## src/rtl/branch_ckpt_ctrl.sv

```systemverilog
// Branch checkpoint controller: orders live free-list snapshots and sequences mispredict recovery.
// Optional statistics counters are compiled in with `define BRCKPT_STATS_EN.
module branch_ckpt_ctrl #(
  parameter int ROB_WIDTH     = 4,
  parameter int MAX_BR        = 4,
  parameter int SETTLE_CYCLES = 2
) (
  input  logic                      clk,
  input  logic                      reset,
  input  logic                      br_dispatch_req,
  input  logic [ROB_WIDTH-1:0]      br_dispatch_tag,
  output logic                      br_dispatch_ready,
  output logic                      fl_is_branch_dispatch,
  output logic [ROB_WIDTH-1:0]      fl_dispatch_tag,
  input  logic                      resolve_valid,
  input  logic [ROB_WIDTH-1:0]      resolve_tag,
  input  logic                      resolve_mispredict,
  output logic                      resolve_ready,
  output logic                      fl_branch_mispredict,
  output logic [ROB_WIDTH-1:0]      fl_recovery_tag,
  input  logic                      flush_valid,
  output logic                      recovery_busy,
  output logic [$clog2(MAX_BR):0]   ckpt_count,
  output logic                      resolve_unknown,
  output logic [15:0]               stat_mispredicts,
  output logic [15:0]               stat_stall_cycles
);

  localparam int IW  = $clog2(MAX_BR);
  localparam int PW  = IW + 1;
  localparam int SCW = (SETTLE_CYCLES > 3) ? $clog2(SETTLE_CYCLES + 1) : 2;

  typedef enum logic [1:0] {IDLE, RESTORE, SETTLE} state_e;

  state_e               state_q, state_d;
  logic [SCW-1:0]       settle_q, settle_d;
  logic [PW-1:0]        head_q, head_d, tail_q, tail_d;
  logic [ROB_WIDTH-1:0] rec_tag_q, rec_tag_d;
  logic                 unk_q, unk_d;
  logic [ROB_WIDTH-1:0] tag_q [MAX_BR];
  logic                 res_q [MAX_BR];

  logic [PW-1:0] count;
  logic          idle, hit, hit_resolved, res_fire, push, pop, mp_take, ok_take;
  logic [IW-1:0] hit_idx, hit_off, off_v;
  logic [PW-1:0] hit_ptr;

  assign count = tail_q - head_q;
  assign idle  = (state_q == IDLE);

  // A slot is live when its distance from head (mod depth) is below the count.
  always_comb begin
    hit     = 1'b0;
    hit_idx = '0;
    hit_off = '0;
    off_v   = '0;
    for (int i = 0; i < MAX_BR; i++) begin
      off_v = IW'(i) - head_q[IW-1:0];
      if (!hit && ({1'b0, off_v} < count) && (tag_q[i] == resolve_tag)) begin
        hit     = 1'b1;
        hit_idx = IW'(i);
        hit_off = off_v;
      end
    end
  end

  assign hit_ptr      = head_q + {1'b0, hit_off};
  assign hit_resolved = res_q[hit_idx];

  assign resolve_ready     = idle && !flush_valid;
  assign br_dispatch_ready = idle && (count < PW'(MAX_BR)) &&
                             !(resolve_valid && resolve_mispredict && hit) && !flush_valid;
  assign fl_is_branch_dispatch = br_dispatch_req && br_dispatch_ready;
  assign fl_dispatch_tag       = br_dispatch_tag;

  assign res_fire = resolve_valid && resolve_ready;
  assign push     = fl_is_branch_dispatch;
  assign pop      = (count != '0) && res_q[head_q[IW-1:0]];
  assign mp_take  = res_fire && resolve_mispredict && hit && !hit_resolved;
  assign ok_take  = res_fire && !resolve_mispredict && hit;
  assign unk_d    = res_fire && (!hit || (resolve_mispredict && hit_resolved));

  assign head_d = head_q + PW'(pop);
  assign tail_d = mp_take ? hit_ptr : tail_q + PW'(push);

  always_comb begin
    state_d   = state_q;
    settle_d  = settle_q;
    rec_tag_d = rec_tag_q;
    case (state_q)
      IDLE: begin
        if (mp_take) begin
          state_d   = RESTORE;
          rec_tag_d = resolve_tag;
        end
      end
      RESTORE: begin
        settle_d = SCW'(SETTLE_CYCLES);
        state_d  = SETTLE;
      end
      SETTLE: begin
        if (settle_q <= SCW'(1)) begin
          settle_d = '0;
          state_d  = IDLE;
        end else begin
          settle_d = settle_q - SCW'(1);
        end
      end
      default: state_d = IDLE;
    endcase
  end

  always_ff @(posedge clk) begin
    if (reset || flush_valid) begin
      state_q  <= IDLE;
      settle_q <= '0;
      head_q   <= '0;
      tail_q   <= '0;
      unk_q    <= 1'b0;
      if (reset) rec_tag_q <= '0;
    end else begin
      state_q   <= state_d;
      settle_q  <= settle_d;
      head_q    <= head_d;
      tail_q    <= tail_d;
      rec_tag_q <= rec_tag_d;
      unk_q     <= unk_d;
    end
  end

  // Push slot is never live (not full), so it cannot collide with a resolve write.
  always_ff @(posedge clk) begin
    if (reset) begin
      for (int i = 0; i < MAX_BR; i++) begin
        tag_q[i] <= '0;
        res_q[i] <= 1'b0;
      end
    end else if (!flush_valid) begin
      if (push) begin
        tag_q[tail_q[IW-1:0]] <= br_dispatch_tag;
        res_q[tail_q[IW-1:0]] <= 1'b0;
      end
      if (ok_take) res_q[hit_idx] <= 1'b1;
    end
  end

  assign fl_branch_mispredict = (state_q == RESTORE) && !flush_valid;
  assign fl_recovery_tag      = fl_branch_mispredict ? rec_tag_q : '0;
  assign recovery_busy        = !idle;
  assign ckpt_count           = count;
  assign resolve_unknown      = unk_q;

`ifdef BRCKPT_STATS_EN
  logic [15:0] stat_mp_q, stat_st_q;

  always_ff @(posedge clk) begin
    if (reset) begin
      stat_mp_q <= '0;
      stat_st_q <= '0;
    end else begin
      if (mp_take && (stat_mp_q != 16'hFFFF)) stat_mp_q <= stat_mp_q + 16'd1;
      if (br_dispatch_req && !br_dispatch_ready && (stat_st_q != 16'hFFFF))
        stat_st_q <= stat_st_q + 16'd1;
    end
  end

  assign stat_mispredicts  = stat_mp_q;
  assign stat_stall_cycles = stat_st_q;
`else
  assign stat_mispredicts  = 16'd0;
  assign stat_stall_cycles = 16'd0;
`endif

endmodule

```

## config.mk

```make
export PLATFORM = sky130hd
export DESIGN_NAME = branch_ckpt_ctrl
export DESIGN_NICKNAME = d
export VERILOG_FILES = /design/src/rtl/branch_ckpt_ctrl.sv
export SDC_FILE = /design/constraint.sdc
export NUM_CORES = 1
export LEC_CHECK = 0
export CAP_MARGIN = 20
export CORE_MARGIN = 8
export CORE_UTILIZATION = 50
export DETAILED_ROUTE_END_ITERATION = 8
export HOLD_SLACK_MARGIN = 0.06
export PLACE_DENSITY = 0.8
export SLEW_MARGIN = 20
export SYNTH_ARGS = -nofsm -noshare
export SYNTH_HDL_FRONTEND = slang
export SYNTH_SLANG_ARGS = --single-unit
export TNS_END_PERCENT = 50
```

## constraint.sdc

```tcl
create_clock -name clk -period 4.16 [get_ports clk]
set_clock_uncertainty 0.1 [all_clocks]
set_input_delay 0.832 -clock clk [delete_from_list [all_inputs] [get_ports clk]]
set_output_delay 0.832 -clock clk [all_outputs]
set_load 0.05 [all_outputs]
```

==> flow_metrics.tcl, run 1 <==
set metrics [dict create \
    status "completed" \
    coreArea_sq_mm 0.005010 \
    drt-vias-per-instance 5.063 \
    dr.pass1.iters 4 \
    setup_ws_ns 0.1550 \
    grt_util_all_layers 0.1423 \
    cellPowerDensity_mw_per_mm2 269.4 \
    io_pins 63 \
    yosysTopAreaCell "edfxtp_1" \
    gp_congestion 0.9174 \
    rsz0062_at_grt "no" \
    max-cap-violations 0 \
    synth_seq_area_share 0.3549 \
    antenna_cells 0 \
    drtIter0Drc 177 \
    fillers 434 \
    endpoint_kind "output port" \
    start_kind "register" \
    drcViolationCount 0 \
    synth-async-reset-ratio 0 \
    cts.clk_slew.worst_paths_ns 0.07 \
    dieArea_sq_mm 0.007613 \
    syn_area_sq_mm 0.002539 \
    pre_cts_ws_ns 0.01997 \
    max_freq_mhz 249.7 \
    num_vias 1843 \
    total_power_mw 0.7884 \
    post_cts_buffers 0 \
    setup_violations 0 \
    setup_tns_ns 0 \
    grt_pass1_wl_um 8362 \
    timing.final.crit_share 0.9628 \
    start_util 0.5067 \
    ctsRootBufferMaster "clkbuf_8" \
    hold_class "reg -> reg" \
    antenna_found_initial 0 \
    grt_pass1_vias 1793 \
    ys_ff_latch 35 \
    power_leakage_nw 1.194 \
    ant_nets 0 \
    synthFlopType "edfxtp_1" \
    final.min_clock_period_ns 4.005 \
    dpl.hpwl_um 4330 \
    grt_overflow_total 0 \
    synth.top_cell.area_share 0.2366 \
    die_w_um 87.26 \
    final_util 0.5842 \
    tightest_slew_ns 0.5218 \
    synth_commonest_cells "36 x buf_4, 24 x and2_1, 20 x edfxtp_1" \
    crit_required_ns 3.23 \
    htreeDepth 2 \
    final_cell_area_sq_mm 0.002927 \
    arrival_ns 3.07 \
    critical_path.max_fanout 5 \
    io_buffers 30 \
    grt_max_degree 15 \
    cts_tree "built" \
    holdWs_ns 0.4018 \
    cts_sinks 35 \
    yosys_warnings 0 \
    cts_max_path_buffers 2 \
    worstSkewPairLatency_ns 0.29 \
    final_cells 364 \
    synth.distinct_cells 52 \
    syn_to_final_growth_pct 15.28 \
    slew_headroom 0.6485 \
    hold_viol 0 \
    postCtsHoldBufs 0 \
    drt-wirelength-per-cell_um 14.63 \
    avgSynthCellArea_sq_um 9.727 \
    wirelength_um 5327 \
    cts_made_buffers 5 \
    vdd_drop_max_uv 154.1 \
    finalMaxSlewViolations 0 \
    synth_area_leaders "edfxtp_1 24%, dfxtp_1 12%, buf_4 11%" \
    drive_gt1_frac 0.1429 \
    core.rowCount 26 \
    placed_area_sq_mm 0.002826 \
    fin_nets 325 \
    synth_edf_count 20 \
    worstSetupPathType "reg -> out" \
    dp.cells 356 \
    die_h_um 87.26 \
    syn_inst 261 \
    synth_most_common_cell "buf_4" \
]
path summary, 6_finish.rpt:
path                    start                    end  slack, ns  cells after the start
setup / recovery    tail_q[0]  fl_is_branch_dispatch       0.15                     12
hold / removal    settle_q[1]            settle_q[1]       0.40                      2
setup reg to reg    tail_q[0]              tail_q[1]       0.25                     16
hold reg to reg   settle_q[1]            settle_q[1]       0.40                      2
critical path: stages (launching register included):
cell and delay (ns):
dfxtp_1 0.33, inv_1 0.11, ha_1 0.18, inv_1 0.07, fa_2 0.56, inv_2 0.07
ha_1 0.27, nor2b_2 0.17, o21bai_4 0.07, and2_4 0.19, o41ai_4 0.35, and3_4 0.28
buf_12 0.14
cells in the final DEF, fill, tap and decap left out, types with 2 or more instances in the layout:
cell type        synthesis  routed
a21o_1                   3       3
a21oi_1                 12      12
a31o_2                   3       3
and2_1                  24      23
and3_1                   4       4
and3_4                   2       2
buf_12                   0       2
buf_4                   36      10
clkbuf_8                 0       5
clkdlybuf4s50_1          0      28
clkinvlp_4               0       2
conb_1                   1      32
dfxtp_1                 15      15
edfxtp_1                20      20
ha_1                    16      16
inv_1                   18      17
nand2_1                  5       5
nand2b_1                 3       3
nand3_1                  6       6
nor2_1                  11      11
nor4_1                   3       3
o2111ai_1                2       2
o21ai_0                 13      13
or2_2                    2       2
or3_1                    2       2
xnor2_1                  7       7
xor2_1                  13      13
cell type report:
type	instances	area [sq um]	area share
Inverter	18	67.56	0.02309
Sequential cell	35	900.9	0.3078
Tap cell	70	87.58	0.02993
Clock buffer	5	68.82	0.02351
Timing Repair Buffer	40	395.4	0.1351
Clock inverter	3	23.77	0.008123
Multi-Input combinational cell	193	1383	0.4724
report_power, final:
group / internal [mW] / switching, mW / total, mW / leakage [nW]
Combinational: 0.0386 / 0.114 / 0.153 / 0.825
Clock: 0.120 / 0.136 / 0.255 / 0.0408
Sequential: 0.375 / 0.00476 / 0.380 / 0.328
routing by layer:
metal	global-route usage	wire [um]
met5	0	0
met4	0.06250	106
met3	0.03208	446
met2	0.2390	2563
met1	0.1686	2211
cell families after synthesis:
logic type	share of synthesized area
fa+ha+maj	0.09463
mux	0.008871
compound gates	0.1449
other cells	0.001477
simple gates	0.1661
flops	0.3549
buf+inv	0.1508
xor+xnor	0.07836
state kept, by name (all words and copies together) (netlist names):
name and flops:
tag_q 16, res_q 4, tail_q 3, resolve_unknown 1, settle_q 2, state_q 2
rec_tag_q 4, head_q 3
timing repair:
item | CTS | global route
resized for setup | 1 | 2
pin swaps | 2 | 2
setup endpoints to repair | 1 | 2
(Power assumes the default switching activity.)
==> inputs of run 2 (changes only) <==
--- a/config.mk
+++ b/config.mk
@@ -7,10 +7,11 @@
 export LEC_CHECK = 0
 export CAP_MARGIN = 20
 export CORE_MARGIN = 8
-export CORE_UTILIZATION = 50
+export CORE_UTILIZATION = 51
+export CTS_BUF_LIST = sky130_fd_sc_hd__clkbuf_2 sky130_fd_sc_hd__clkbuf_4 sky130_fd_sc_hd__clkbuf_8
 export DETAILED_ROUTE_END_ITERATION = 8
 export HOLD_SLACK_MARGIN = 0.06
-export PLACE_DENSITY = 0.8
+export PLACE_DENSITY = 0.81
 export SLEW_MARGIN = 20
 export SYNTH_ARGS = -nofsm -noshare
 export SYNTH_HDL_FRONTEND = slang
==> run 2 against run 1 <==
Core utilization grew 3.7 points. Count of clock-buffer cells in the layout grew 1. Maximum frequency barely moved. Via count grew 0.22%. Sequential power barely moved. Critical path depth unchanged. Hold slack worse by 0.0039 ns. Setup slack worse by 0.0038 ns. Power is 0.66% lower. Cell count shrank 0.27%. Register-to-register slack improved by 0.04 ns. Sequential cell count did not move. Largest power group unchanged.
==> flow_metrics.tcl, run 2 (synthesis results as in run 1) <==
set metrics [dict create \
    start_kind "register" \
    drt-vias-per-instance 5.088 \
    fin_nets 327 \
    finalMaxSlewViolations 0 \
    total_power_mw 0.7832 \
    dpl.hpwl_um 4412 \
    max-cap-violations 0 \
    grt_overflow_total 0 \
    coreArea_sq_mm 0.004755 \
    antenna_found_initial 0 \
    drtIter0Drc 170 \
    worstSkewPairLatency_ns 0.29 \
    setup_violations 0 \
    cts.clk_slew.worst_paths_ns 0.07 \
    final_util 0.6211 \
    vdd_drop_max_uv 203.6 \
    p_clk_frac 0.319 \
    core.rowCount 25 \
    grt_pass1_vias 1787 \
    mostFrequentLayoutCells "32 x conb_1, 28 x clkdlybuf4s50_1, 23 x and2_1" \
    max_freq_mhz 249.5 \
    ant_nets 0 \
    comb_power_share 0.196 \
    cellPowerDensity_mw_per_mm2 265.2 \
    die_h_um 86.56 \
    gp_congestion 0.8775 \
    syn_to_final_growth_pct 16.31 \
    p_sw_mw 0.2456 \
    cts_sinks 35 \
    hold_class "reg -> reg" \
    largestRegisters "tag_q (16), rec_tag_q (4), res_q (4)" \
    dr.pass1.iters 4 \
    p_int_mw 0.5375 \
    critical_path.max_fanout 5 \
    cts_max_path_buffers 2 \
    io_pins 63 \
    antenna_cells 0 \
    ctsRootBufferMaster "clkbuf_8" \
    rsz0062_at_grt "no" \
    grt_pass1_wl_um 8611 \
    start_util 0.5339 \
    drcViolationCount 0 \
    slew_headroom 0.6542 \
    io_buffers 30 \
    cts_made_buffers 5 \
    cts_tree "built" \
    htreeDepth 2 \
    grt_util_all_layers 0.1478 \
    dp.cells 353 \
    wirelength_um 5541 \
    final_cells 363 \
    power.share.sequential 0.486 \
    final_common_cell "conb_1" \
    setup_tns_ns 0 \
    tightest_slew_ns 0.5171 \
    netSwitchingFraction 0.3136 \
    timing.final.crit_share 0.9637 \
    drt-wirelength-per-cell_um 15.26 \
    crit_required_ns 3.23 \
    largest_register "tag_q" \
    grt_max_degree 14 \
    final.min_clock_period_ns 4.009 \
    largest_register_ffs 16 \
    power_leakage_nw 1.209 \
    postCtsHoldBufs 0 \
    hold_viol 0 \
    num_vias 1847 \
    dieArea_sq_mm 0.007492 \
    die_w_um 86.56 \
    endpoint_kind "output port" \
    worstSetupPathType "reg -> out" \
    arrival_ns 3.08 \
    status "completed" \
    drive_gt1_frac 0.1554 \
    holdWs_ns 0.3979 \
]
==> run 2: repair_timing <==
item / 4_1_cts / 5_1_grt
pin swaps: 1 / 4
setup endpoints to repair: 2 / 3
setup buffers: 1 / 1
gates cloned: 0 / 0
gates resized for setup: 0 / 8
==> run 2: layout make-up <==
cell class                      instances  area, sq um
Multi-Input combinational cell        193         1401
Clock inverter                          2        12.51
Tap cell                               67        83.83
Sequential cell                        35        900.9
Clock buffer                            6        76.32
Fill cell                             401         1802
Timing Repair Buffer                   42        410.4
Inverter                               18        67.56
==> run 2: layer usage <==
metal  up-vias  routed length (um)  track usage  share of wire
li1        898                   -            -              -
met1       863                2317       0.1768           0.42
met2        76                2628       0.2340           0.47
met3        10                 477      0.04537          0.086
met4         0                 117      0.07355          0.021
met5         -                   0            0              0
==> run 2: stage by stage <==
stage | area [sq um] | setup slack, ns
after floorplan | 2659 | 0.007925
after global placement | 2823 | 0.2202
after detailed placement | 2823 | -0.01374
after CTS | 2919 | 0.01203
after global routing | 2953 | 0.002867
final | 2953 | 0.1512
==> run 2: worst paths after layout <==
check | from | to | slack (ns) | cells past startpoint
hold reg to reg | res_q[1] | res_q[1] | 0.40 | 2
setup reg to reg | tail_q[0] | tail_q[1] | 0.29 | 16
setup / recovery | tail_q[0] | fl_is_branch_dispatch | 0.15 | 12
hold / removal | res_q[1] | res_q[1] | 0.40 | 2
==> run 2: worst max-delay path: stages (launching register included) <==
cell and delay [ns]:
dfxtp_1 0.32, inv_2 0.09, ha_4 0.13, inv_1 0.06, fa_2 0.57, inv_2 0.07
ha_1 0.29, o21ba_2 0.23, nor2_4 0.16, nor2_4 0.07, o41ai_4 0.38, and3_4 0.27
buf_12 0.13
==> run 2: power groups by stage <==
stage                     Sequential, mW  Clock (mW)  Combinational (mW)
after floorplan                    0.388           0               0.140
after global placement             0.388           0               0.150
after detailed placement           0.388           0               0.151
after CTS                          0.380       0.250               0.151
after global routing               0.381       0.264               0.161
final                              0.380       0.250               0.153
